[config.mk]
export PLATFORM = sky130hd
export DESIGN_NAME = coherent_dcache_ctrl
export DESIGN_NICKNAME = d
export VERILOG_FILES = /design/src/rtl/coherent_dcache_ctrl.sv
export SDC_FILE = /design/constraint.sdc
export NUM_CORES = 1
export LEC_CHECK = 0
export BUFFER_PORTS_ARGS = -buffer_cell sky130_fd_sc_hd__buf_2
export CAP_MARGIN = 10
export CORE_UTILIZATION = 45
export DETAILED_ROUTE_END_ITERATION = 10
export HOLD_SLACK_MARGIN = 0.15
export PLACE_DENSITY_LB_ADDON = 0.2
export REMOVE_ABC_BUFFERS = 1
export SETUP_SLACK_MARGIN = 0.02
export SLEW_MARGIN = 20
export SYNTH_ARGS = -nofsm -noshare
export SYNTH_HDL_FRONTEND = slang
export SYNTH_SLANG_ARGS = --single-unit
[constraint.sdc]
create_clock -name CLK -period 4.4 [get_ports CLK]
set_input_delay 0 -clock CLK [delete_from_list [all_inputs] [get_ports CLK]]
set_output_delay 0 -clock CLK [all_outputs]
set_load 0.02 [all_outputs]
[src/rtl/coherent_dcache_ctrl.sv]
// MSI-coherent direct-mapped data cache controller: 2-word blocks, core-side hits in
// zero cycles, bus-side fetch/upgrade/writeback, and snoop service with dirty writeback.
module coherent_dcache_ctrl #(
  parameter int SETS  = 8,
  parameter int CPUID = 0
) (
  input  logic        CLK,
  input  logic        RST,
  input  logic        dmemREN,
  input  logic        dmemWEN,
  input  logic [31:0] dmemaddr,
  input  logic [31:0] dmemstore,
  output logic        dhit,
  output logic [31:0] dmemload,
  output logic        dREN,
  output logic        dWEN,
  output logic [31:0] daddr,
  output logic [31:0] dstore,
  input  logic [31:0] dload,
  input  logic        dwait,
  output logic        cctrans,
  output logic        ccwrite,
  input  logic        ccwait,
  input  logic        ccinv,
  input  logic [31:0] ccsnoopaddr,
  output logic [3:0]  dbg_state
);

  localparam int IW = $clog2(SETS);
  localparam int TW = 32 - 3 - IW;

  // Bus handshake: a bus state holds all its outputs stable until dwait is sampled low
  // at a rising edge; that edge transfers exactly one word and advances the state.
  typedef enum logic [3:0] {
    IDLE, UPGRADE, WB1, WB2, FETCH1, FETCH2, SNOOP, SWB1, SWB2
  } state_t;

  state_t            state_q;
  logic [SETS-1:0]   valid_q, dirty_q;
  logic [TW-1:0]     tag_q   [SETS];
  logic [31:0]       word0_q [SETS];
  logic [31:0]       word1_q [SETS];
  logic [TW+IW-1:0]  snp_blk_q;
  logic              snp_inv_q;

  logic [IW-1:0] req_idx, snp_idx, slat_idx;
  logic [TW-1:0] req_tag, snp_tag;
  logic          req_off, req_any, req_hit, snp_hit, snp_m;
  logic [31:0]   req_word;
  logic          store_we, fill0_we, fill1_we;
  logic          unused_bits;

  assign req_idx  = dmemaddr[3 +: IW];
  assign req_tag  = dmemaddr[31 -: TW];
  assign req_off  = dmemaddr[2];
  assign req_any  = dmemREN | dmemWEN;
  assign req_hit  = valid_q[req_idx] && (tag_q[req_idx] == req_tag);
  assign req_word = req_off ? word1_q[req_idx] : word0_q[req_idx];
  assign snp_idx  = ccsnoopaddr[3 +: IW];
  assign snp_tag  = ccsnoopaddr[31 -: TW];
  assign snp_hit  = valid_q[snp_idx] && (tag_q[snp_idx] == snp_tag);
  assign snp_m    = snp_hit && dirty_q[snp_idx];
  assign slat_idx = snp_blk_q[IW-1:0];
  assign store_we = dhit && dmemWEN;
  assign fill0_we = (state_q == FETCH1) && !dwait;
  assign fill1_we = (state_q == FETCH2) && !dwait;
  assign dbg_state   = state_q;
  assign unused_bits = ^{dmemaddr[1:0], ccsnoopaddr[2:0], CPUID[0]};

  always_comb begin
    dhit     = 1'b0;
    dmemload = '0;
    dREN     = 1'b0;
    dWEN     = 1'b0;
    daddr    = '0;
    dstore   = '0;
    cctrans  = 1'b0;
    ccwrite  = 1'b0;
    case (state_q)
      IDLE: begin
        // A pending snoop stalls the core even when its request would hit.
        if (!ccwait && req_any && req_hit && (!dmemWEN || dirty_q[req_idx])) begin
          dhit     = 1'b1;
          dmemload = req_word;
        end
      end
      UPGRADE: begin
        cctrans = 1'b1;
        ccwrite = 1'b1;
      end
      WB1: begin
        dWEN   = 1'b1;
        daddr  = {tag_q[req_idx], req_idx, 3'b000};
        dstore = word0_q[req_idx];
      end
      WB2: begin
        dWEN   = 1'b1;
        daddr  = {tag_q[req_idx], req_idx, 3'b100};
        dstore = word1_q[req_idx];
      end
      FETCH1: begin
        dREN    = 1'b1;
        cctrans = 1'b1;
        ccwrite = dmemWEN;
        daddr   = {dmemaddr[31:3], 3'b000};
      end
      FETCH2: begin
        dREN    = 1'b1;
        cctrans = 1'b1;
        ccwrite = dmemWEN;
        daddr   = {dmemaddr[31:3], 3'b100};
      end
      SNOOP: begin
        cctrans = snp_m;
        ccwrite = snp_m;
      end
      SWB1: begin
        dWEN   = 1'b1;
        daddr  = {snp_blk_q, 3'b000};
        dstore = word0_q[slat_idx];
      end
      SWB2: begin
        dWEN   = 1'b1;
        daddr  = {snp_blk_q, 3'b100};
        dstore = word1_q[slat_idx];
      end
      default: ;
    endcase
  end

  // Tag and data arrays carry no reset; valid bits gate every use of them.
  always_ff @(posedge CLK) begin
    if (store_we) begin
      if (req_off) word1_q[req_idx] <= dmemstore;
      else         word0_q[req_idx] <= dmemstore;
    end
    if (fill0_we) word0_q[req_idx] <= dload;
    if (fill1_we) begin
      word1_q[req_idx] <= dload;
      tag_q[req_idx]   <= req_tag;
    end
  end

  always_ff @(posedge CLK or posedge RST) begin
    if (RST) begin
      state_q   <= IDLE;
      valid_q   <= '0;
      dirty_q   <= '0;
      snp_blk_q <= '0;
      snp_inv_q <= 1'b0;
    end else begin
      case (state_q)
        IDLE: begin
          if (ccwait) state_q <= SNOOP;
          else if (req_any) begin
            if (req_hit) begin
              if (dmemWEN && !dirty_q[req_idx]) state_q <= UPGRADE;
            end else if (valid_q[req_idx] && dirty_q[req_idx]) state_q <= WB1;
            else state_q <= FETCH1;
          end
        end
        UPGRADE: if (!dwait) begin
          dirty_q[req_idx] <= 1'b1;
          state_q          <= IDLE;
        end
        WB1:    if (!dwait) state_q <= WB2;
        WB2:    if (!dwait) state_q <= FETCH1;
        FETCH1: if (!dwait) state_q <= FETCH2;
        FETCH2: if (!dwait) begin
          valid_q[req_idx] <= 1'b1;
          dirty_q[req_idx] <= dmemWEN;
          state_q          <= IDLE;
        end
        SNOOP: begin
          // The snooped block and invalidate flag are held for the writeback states.
          snp_blk_q <= ccsnoopaddr[31:3];
          snp_inv_q <= ccinv;
          if (snp_m) state_q <= SWB1;
          else begin
            if (snp_hit && ccinv) valid_q[snp_idx] <= 1'b0;
            state_q <= IDLE;
          end
        end
        SWB1: if (!dwait) state_q <= SWB2;
        SWB2: if (!dwait) begin
          dirty_q[slat_idx] <= 1'b0;
          if (snp_inv_q) valid_q[slat_idx] <= 1'b0;
          state_q <= IDLE;
        end
        default: state_q <= IDLE;
      endcase
    end
  end

endmodule

==> results.toml <==
[run_status]
status = "finished, final reports clean"

[clock_network]
path_clk_slew_ps = 60
insertion_delay_ps = 660
cts_htree_levels = 3
cts_tree = "yes"
cts_inserted_buffers = 80
clockBufferDepth = 3
cts.sinks = 770
cts_setup_buffers = 0
root_buffer = "clkbuf_16"

[power]
p_per_area_mw_per_mm2 = 487
power.leakage_uw = 0.0155
ir_worst_vdd_v = 0.000355

[sta]
fin_crit_ps = 4210
fin_crit_sh_pct = 95.7
slew_violations = 0
finalSetupViolations = 0
clock_skew_ps = 32.3
hold_violations = 0
slew_headroom_pct = 35.7
fmaxAchievable_mhz = 238
worst_pin_slew_ps = 965
fin_ws_ps = 189
rsz0062_at_grt = "false"
fin_setup_tns_ps = 0

[die]
rows = 104
ioPinCount = 240
dieArea_mm2 = 0.0825
core_mm2 = 0.0805
initial_core_util_pct = 45.5
die_width_um = 287
die_h_um = 287

[placed_design]
hpwl_um = 81700
dp_slack_ps = 493
place_inst = 3931
port_buffers = 232
place_congestion = 0.871

[synth]
yosysWarnings = 0
seq_area_frac_synth_pct = 62.5
synth_ff_type = "edfxtp_1"
synthCells = 2713
synth_area_mm2 = 0.0366
synthArstFlopShare_pct = 6.49
syn_area_per_cell_um2 = 13.5
ys_seq_elements = 770
synth_edf_count = 720
synth.distinct_cells = 70

[layout]
fin_nets = 3259
area_delta_synth_final_pct = 21.4
layout_common_cells = "edfxtp_1 (720), a22oi_1 (395), nand2_1 (244)"
drive_above_1_share_pct = 21.5
stdcell_count = 4250
fillers = 6487
final_common_cell = "edfxtp_1"

[flow_run]
maxCapViolCount = 0

[global_routing]
grt_pass1_wl_um = 193000
grt_pass1_vias = 28882
antenna_found_initial = 5
grt_max_degree = 67
grt_overflow = 0
grt_usage_pct = 32.3

[routing]
drc = 0
ant_nets = 0
wl_um = 136000
post_drt_wl_per_cell_um = 32.0
via_count = 28934
viasPerCell = 6.81
first_iter_violations = 3798
dr.pass1.iters = 6

[setup_path]
timing.rr.end = "word1_q[3][3]$_DFFE_PP_"
start_kind = "flop"
crit_type = "flop to primary output"
rr_worst_depth = 6
end_kind = "primary output"
rr_startpoint = "dbg_state[0]$_DFFE_PP0P_"
worst-path-max-fanout = 10
crit_required_ps = 4400
reg2reg_slack_ps = 640
arrival_ps = 4210

[hold_path]
holdCritPathClass = "input pin to async pin"
cell families after synthesis:
| kind of cell | share of synthesized area, % |
|---|---|
| compound gates | 18.1 |
| xor+xnor | 0.598 |
| buf+inv | 2.97 |
| flops | 62.5 |
| mux | 8.78 |
| other cells | 0.0102 |
| simple gates | 7.06 |
worst max-delay path, stage by stage, from the launching register on:
cell and delay (ps):
edfxtp_1 420, mux4_2 490, mux2i_2 300, xor2_2 240, nand3_1 150, nor4_4 370
buf_4 180, nand4_2 160, nor2_4 250, o21ai_4 240, a211oi_1 500, buf_2 270
power breakdown:
part	switching (uW)	internal [uW]	leakage, uW	total (uW)
registers	303	8620	0.00711	8920
logic	3730	1890	0.00708	5620
clock network	2920	4160	0.00132	7090
through the flow:
stage	hold WS [ps]	util [%]	total power, uW	instance area, um2
global placement	215	49.6	14200	40000
floorplan	90.2	-	11900	35600
detailed placement	223	49.6	14300	40000
finish	157	55.2	21600	44500
CTS	154	55.2	21500	44400
global route	162	55.2	22200	44500
layer usage:
metal	wire, um	track usage, %	up-vias
met4	7330	16.3	8
met3	14500	6.47	472
met2	64400	52.9	2167
met1	49900	40.8	14356
met5	55	0	-
li1	-	-	11931
synthesized netlist by cell type (all sizes together) (14+ instances only):
master | number | share of area [%]
mux2 | 56 | 1.7
clkbuf | 116 | 1.2
a221oi | 68 | 1.6
edfxtp | 720 | 59
xor2 | 18 | 0.43
a221o | 32 | 0.87
dfrtp | 50 | 3.4
mux4 | 43 | 2.6
a22oi | 395 | 8.1
mux2i | 160 | 4.4
or3 | 14 | 0.24
a21oi | 50 | 0.69
o21ai | 110 | 1.5
nand4 | 48 | 0.84
buf | 105 | 1.6
inv | 15 | 0.15
a31oi | 28 | 0.48
o22ai | 18 | 0.31
a211oi | 27 | 0.84
a22o | 95 | 2.3
nand2 | 245 | 2.5
and3 | 31 | 0.53
nand3 | 29 | 0.40
nor3 | 37 | 0.62
a41o | 17 | 0.46
nor2 | 87 | 0.91
registers in the layout, summed over array words and instances (netlist names):
register   flops
valid_q        8
dirty_q        8
snp_inv_q      1
dbg_state      4
word0_q      256
snp_blk_q     29
word1_q      256
tag_q        208
worst max path at each step:
| stage | cells past startpoint | to | slack (ps) | startpoint |
|---|---|---|---|---|
| after floorplan | 5 | word0_q[6][0]$_DFFE_PP_ | -1120 | dbg_state[3]$_DFFE_PP0P_ |
| after global placement | 14 | word0_q[6][11]$_DFFE_PP_ | 530 | dmemaddr[4] |
| after detailed placement | 14 | word0_q[6][11]$_DFFE_PP_ | 490 | dmemaddr[4] |
| after CTS | 12 | dmemload[26] | 50 | tag_q[6][1]$_DFFE_PP_ |
| after global routing | 12 | dmemload[1] | 70 | tag_q[5][1]$_DFFE_PP_ |
| final | 11 | dmemload[31] | 190 | tag_q[7][2]$_DFFE_PP_ |
final cells by class:
type	count	area [um2]	area share, %
diodes	1	2.50	0.00563
clock buffers	100	2130	4.79
clock inverters	47	601	1.35
inverters	15	56.3	0.127
multi-input cells	1708	13000	29.2
flip-flops and latches	770	22900	51.5
well taps	1060	1330	2.98
repair buffers	549	4470	10.1
what timing repair did:
item                                    CTS  global route
hold buffers                            171             0
endpoints found under the hold margin   805             0
resized for setup                         0             4
endpoints found under the setup margin    0            26
No activity file was read; power rests on OpenSTA's default activity.
